## src/rtl/mem_loader_if.sv

```systemverilog
// Input word stream and shared memory write port of the memory loader.
interface mem_loader_if #(
    parameter int DATA_W = 8,
    parameter int ADDR_W = 4
) ();
    logic [DATA_W-1:0] in_data;
    logic              in_valid;
    logic              in_ready;
    logic [ADDR_W-1:0] mem_addr;
    logic [DATA_W-1:0] mem_wdata;
    logic              mem_we;
    logic              rw;

    // Loader side: consumes the input stream, drives the memory port.
    modport master (
        input  in_data, in_valid,
        output in_ready, mem_addr, mem_wdata, mem_we, rw
    );

    // Producer / memory side.
    modport slave (
        output in_data, in_valid,
        input  in_ready, mem_addr, mem_wdata, mem_we, rw
    );
endinterface

```

## src/rtl/mem_loader.sv

```systemverilog
// Write-side loader: fills N_WORDS consecutive memory words from a
// valid/ready stream, then pulses done for the read-side accumulator.
module mem_loader #(
    parameter int DATA_W  = 8,
    parameter int ADDR_W  = 4,
    parameter int N_WORDS = 16
) (
    input  logic              clk,
    input  logic              rst,
    input  logic              go,
    mem_loader_if.master      bus,
    output logic              busy,
    output logic              done,
    output logic [ADDR_W:0]   count,
    output logic [2:0]        ps
);
    typedef enum logic [2:0] {
        S_IDLE  = 3'd0,
        S_ARM   = 3'd1,
        S_WAIT  = 3'd2,
        S_WRITE = 3'd3,
        S_INC   = 3'd4,
        S_DONE  = 3'd5
    } state_t;

    // Pre-increment count value of the final word of a load.
    localparam logic [ADDR_W:0] LAST_CNT = (ADDR_W+1)'(N_WORDS - 1);

    state_t              state_q, state_d;
    logic [ADDR_W-1:0]   addr_q,  addr_d;
    logic [ADDR_W:0]     count_q, count_d;
    logic [DATA_W-1:0]   wdata_q, wdata_d;

    logic in_ready_c;
    logic mem_we_c;
    logic rw_c;
    logic busy_c;
    logic done_c;

    // State, address counter, word counter and write-data latch.
    always_ff @(posedge clk or posedge rst) begin
        if (rst) begin
            state_q <= S_IDLE;
            addr_q  <= '0;
            count_q <= '0;
            wdata_q <= '0;
        end else begin
            state_q <= state_d;
            addr_q  <= addr_d;
            count_q <= count_d;
            wdata_q <= wdata_d;
        end
    end

    // Next-state, datapath updates and Moore output decode.
    always_comb begin
        state_d    = state_q;
        addr_d     = addr_q;
        count_d    = count_q;
        wdata_d    = wdata_q;
        in_ready_c = 1'b0;
        mem_we_c   = 1'b0;
        rw_c       = 1'b1;
        busy_c     = 1'b0;
        done_c     = 1'b0;
        case (state_q)
            S_IDLE: begin
                if (go) state_d = S_ARM;
            end
            S_ARM: begin
                busy_c  = 1'b1;
                addr_d  = '0;
                count_d = '0;
                state_d = S_WAIT;
            end
            S_WAIT: begin
                busy_c     = 1'b1;
                in_ready_c = 1'b1;
                if (bus.in_valid) begin
                    wdata_d = bus.in_data;
                    state_d = S_WRITE;
                end
            end
            S_WRITE: begin
                busy_c   = 1'b1;
                mem_we_c = 1'b1;
                rw_c     = 1'b0;
                state_d  = S_INC;
            end
            S_INC: begin
                busy_c  = 1'b1;
                addr_d  = addr_q + 1'b1;
                count_d = count_q + 1'b1;
                state_d = (count_q == LAST_CNT) ? S_DONE : S_WAIT;
            end
            S_DONE: begin
                busy_c  = 1'b1;
                done_c  = 1'b1;
                state_d = S_IDLE;
            end
            // Unused encodings behave as IDLE and recover to it.
            default: begin
                state_d = S_IDLE;
            end
        endcase
    end

    assign bus.in_ready  = in_ready_c;
    assign bus.mem_addr  = addr_q;
    assign bus.mem_wdata = wdata_q;
    assign bus.mem_we    = mem_we_c;
    assign bus.rw        = rw_c;
    assign busy          = busy_c;
    assign done          = done_c;
    assign count         = count_q;
    assign ps            = state_q;
endmodule

```

## src/flat_wrapper.sv

```systemverilog
// flat-port wrapper written by rule: the top's interface ports become plain ports
module mem_loader_flat 
#(
    parameter int DATA_W  = 8,
    parameter int ADDR_W  = 4,
    parameter int N_WORDS = 16
)
  (clk, rst, go, busy, done, count, ps, bus_in_data, bus_in_valid, bus_in_ready, bus_mem_addr, bus_mem_wdata, bus_mem_we, bus_rw);
  mem_loader_if #(.DATA_W(DATA_W), .ADDR_W(ADDR_W)) bus_i ();
  input  logic clk;
  input  logic rst;
  input  logic go;
  output logic busy;
  output logic done;
  output logic [ADDR_W:0] count;
  output logic [2:0] ps;
  input wire logic [$bits(bus_i.in_data)-1:0] bus_in_data;
  input wire logic [$bits(bus_i.in_valid)-1:0] bus_in_valid;
  output wire logic [$bits(bus_i.in_ready)-1:0] bus_in_ready;
  output wire logic [$bits(bus_i.mem_addr)-1:0] bus_mem_addr;
  output wire logic [$bits(bus_i.mem_wdata)-1:0] bus_mem_wdata;
  output wire logic [$bits(bus_i.mem_we)-1:0] bus_mem_we;
  output wire logic [$bits(bus_i.rw)-1:0] bus_rw;
  assign bus_i.in_data = bus_in_data;
  assign bus_i.in_valid = bus_in_valid;
  assign bus_in_ready = bus_i.in_ready;
  assign bus_mem_addr = bus_i.mem_addr;
  assign bus_mem_wdata = bus_i.mem_wdata;
  assign bus_mem_we = bus_i.mem_we;
  assign bus_rw = bus_i.rw;
  mem_loader #(.DATA_W(DATA_W), .ADDR_W(ADDR_W), .N_WORDS(N_WORDS)) u_core (.clk(clk), .rst(rst), .go(go), .bus(bus_i), .busy(busy), .done(done), .count(count), .ps(ps));
endmodule
```

## config.mk

```make
export PLATFORM = sky130hd
export DESIGN_NAME = mem_loader_flat
export DESIGN_NICKNAME = d
export VERILOG_FILES = /design/src/rtl/mem_loader_if.sv /design/src/rtl/mem_loader.sv /design/src/flat_wrapper.sv
export SDC_FILE = /design/constraint.sdc
export NUM_CORES = 1
export LEC_CHECK = 0
export ABC_AREA = 1
export ABC_CLOCK_PERIOD_IN_PS = 3000
export BUFFER_PORTS_ARGS = -buffer_cell sky130_fd_sc_hd__buf_2
export CAP_MARGIN = 20
export CORE_MARGIN = 1.5
export CORE_UTILIZATION = 53
export CTS_BUF_LIST = sky130_fd_sc_hd__clkbuf_8
export DETAILED_ROUTE_END_ITERATION = 10
export GPL_ROUTABILITY_DRIVEN = 1
export GPL_TIMING_DRIVEN = 0
export PLACE_DENSITY_LB_ADDON = 0.15
export SLEW_MARGIN = 30
export SYNTH_ARGS = -nofsm -noshare
export SYNTH_HDL_FRONTEND = slang
export SYNTH_SLANG_ARGS = --single-unit
```

## constraint.sdc

```tcl
create_clock -name clk -period 3 [get_ports clk]
set_input_delay 0.3 -clock clk [delete_from_list [all_inputs] [get_ports clk]]
set_output_delay 0.3 -clock clk [all_outputs]
set_load 0.005 [all_outputs]
```

==> results.py <==
metrics = {
    "timing": {
        "hold_viol_final": 0,
        "slew_headroom": 0.488,
        "max_freq_mhz": 646,
        "setup_viol": 0,
        "tightest_slew_ns": 0.768,
        "post-route-period-util": 0.516,
        "tns_ns": 0,
        "fin_crit_ns": 1.55,
        "maxSlewViolCount": 0,
        "rsz0062_at_grt": "false",
        "skew_ns": 0.00170,
    },
    "critical_path": {
        "worstSetupStartpoint": "u_core.ps[2]$_DFFE_PP0P_",
        "worst_ep_required_time_ns": 2.70,
        "setup.worst_path.class": "flip-flop to output pin",
        "reg2reg_to": "u_core.count[4]$_DFFE_PP0P_",
        "end_kind": "output pin",
        "cp_max_fo": 5,
        "worstPathArrival_ns": 1.25,
        "reg2reg_from": "u_core.count[0]$_DFFE_PP0P_",
        "start_kind": "flip-flop",
        "rrSetupSlack_ns": 1.55,
        "reg2regPathDepth": 6,
    },
    "drt": {
        "vias": 911,
        "vias_per_cell": 4.95,
        "drt_pass1_iterations": 6,
        "wl_per_cell_um": 11.0,
        "detail_route.iter0.violations": 21,
        "drt_drc_violations_left": 0,
        "ant_nets": 0,
        "wl_um": 2020,
    },
    "global_routing": {
        "overflow": 0,
        "grt_max_degree": 21,
        "antenna_found_initial": 0,
        "grt_pass1_vias": 679,
        "grt_pass1_wl_um": 3080,
        "grt_use_total": 0.206,
    },
    "final_layout": {
        "final_common_cell": "nand2_1",
        "mostFrequentLayoutCells": "47 x nand2_1, 36 x buf_2, 20 x dfrtp_1",
        "area_delta_synth_final_pct": 29.0,
        "drive_above_1_share": 0.327,
        "layout.nets": 175,
        "n_antenna_cell": 0,
        "design_area_um2": 1260,
    },
    "clocking": {
        "cts_hold_buf": 0,
        "cts_buffer_depth": 2,
        "clkLatencyLatePin_ns": 0.25,
        "cts_tree": "done",
        "ctsResizeCount": 0,
        "ctsRootBufferMaster": "clkbuf_8",
        "cts_max_level": 1,
        "clk_pin_slew_ns": 0.08,
        "cts_buffers": 3,
        "cts_sinks": 20,
        "cts_setup_buffers": 0,
    },
    "pwr": {
        "power_density_nw_per_um2": 897,
        "ir_drop_mv": 0.733,
        "p_leak_nw": 0.755,
    },
    "floorplanning": {
        "rows": 15,
        "core_um2": 1730,
        "io_pins": 37,
        "chipHeight_um": 45.9,
        "fp.dieW_um": 45.9,
        "start_util": 0.565,
        "die_area_um2": 2110,
    },
    "logic_synthesis": {
        "yosysSeqAreaShare": 0.513,
        "yosys.area_share.adder": 0.0385,
        "synth.avg_cell_area_um2": 8.20,
        "synthXorXnorAreaFrac": 0.00897,
        "synth_area_um2": 976,
        "synth_warnings": 0,
        "ys_seq_elements": 20,
        "synth_cell_types": 18,
        "syn_nets": 134,
        "synth_compound_area_frac": 0.00513,
        "syn-instance-count": 119,
        "synth_top_family_by_area": "simple AND/OR/NAND/NOR gates",
        "yosys.area_share.simple": 0.377,
        "yosys-mux-area-fraction": 0,
    },
    "placement": {
        "dpl_cell_area_um2": 1190,
        "dp_hpwl_um": 1410,
        "gp_congestion": 0.860,
        "port-buffer-count": 36,
    },
    "hold_path": {
        "hold_path_class": "input pin to async pin",
    },
    "run": {
        "drv_cap": 0,
    },
    "run_status": {
        "status": "finished clean",
    },
}
[worst max path at each step]
stage                                        to  slack [ns]  cells after the start
CTS                                      bus_rw        1.46                      5
detailed placement  u_core.count[4]$_DFFE_PP0P_        1.56                      6
finish                                   bus_rw        1.45                      5
global placement    u_core.count[4]$_DFFE_PP0P_        1.59                      6
global route                               done        1.40                      3
floorplan           u_core.count[4]$_DFFE_PP0P_        1.62                      6
[critical path, stage by stage, from the launching register on]
cell and delay (ns):
dfrtp_1 0.45, inv_2 0.12, nand2_1 0.10, nor2_1 0.14, inv_1 0.06, buf_2 0.12
[sequential cells by signal, indices dropped and copies added (netlist names)]
signal,count
u_core.bus.mem_wdata,8
u_core.ps,3
u_core.bus.mem_addr,4
u_core.count,5
[cells by family (layout without fill, tap and decap cells)]
kind of cell | Yosys count | after routing
compound gates | 1 | 1
xor+xnor | 1 | 1
fa+ha+maj | 3 | 3
buf+inv | 13 | 53
flops | 20 | 20
simple gates | 81 | 81
[stage by stage]
| stage | util | power, W | std cells | hold slack (ns) | worst slack (ns) |
|---|---|---|---|---|---|
| detailed placement | 0.688 | 0.000863 | 180 | 0.453 | 1.56 |
| CTS | 0.729 | 0.00113 | 184 | 0.190 | 1.46 |
| finish | 0.729 | 0.00113 | 184 | 0.171 | 1.45 |
| global route | 0.729 | 0.00121 | 184 | 0.241 | 1.40 |
| global placement | 0.688 | 0.000851 | 180 | 0.451 | 1.59 |
| floorplan | - | 0.000690 | 119 | 0.264 | 1.62 |
[Yosys cell counts]
cell | n | area share
inv_2 | 1 | 0.0038
nand3_2 | 1 | 0.010
or2_1 | 1 | 0.0064
dfrtp_1 | 20 | 0.51
or2_2 | 3 | 0.019
nor2_1 | 3 | 0.012
o21ai_0 | 1 | 0.0051
nand3_1 | 17 | 0.087
nand2_2 | 2 | 0.013
inv_1 | 11 | 0.042
nor2_4 | 1 | 0.012
nor3_1 | 1 | 0.0051
nand4_1 | 2 | 0.013
nor2_2 | 3 | 0.019
nand2_1 | 47 | 0.18
buf_6 | 1 | 0.012
ha_1 | 3 | 0.038
xor2_1 | 1 | 0.0090
[cell type report]
cell class	count	area, um^2
buffer	1	11.3
clock buffer	3	41.3
clock inverter	1	30.0
fill	150	468
inverter	12	45.0
multi-input combinational	86	419
sequential	20	500
tap	25	31.3
timing repair buffer	36	180
[where the power goes]
part	switching, W	internal [W]	total [W]
Clock	0.0000903	0.000178	0.000268
Combinational	0.000239	0.000176	0.000414
Sequential	0.0000888	0.000358	0.000447
Total	0.000418	0.000711	0.00113
[metal layers]
| metal | vias to the layer above | wire length (um) | GRT usage |
|---|---|---|---|
| met3 | 4 | 97 | 0.0357 |
| met1 | 419 | 945 | 0.301 |
| met2 | 34 | 953 | 0.297 |
| met4 | 0 | 26 | 0.0857 |
| met5 | - | 0 | 0 |
| li1 | 454 | - | - |
Note: power is estimated with default switching activity, not from simulation.
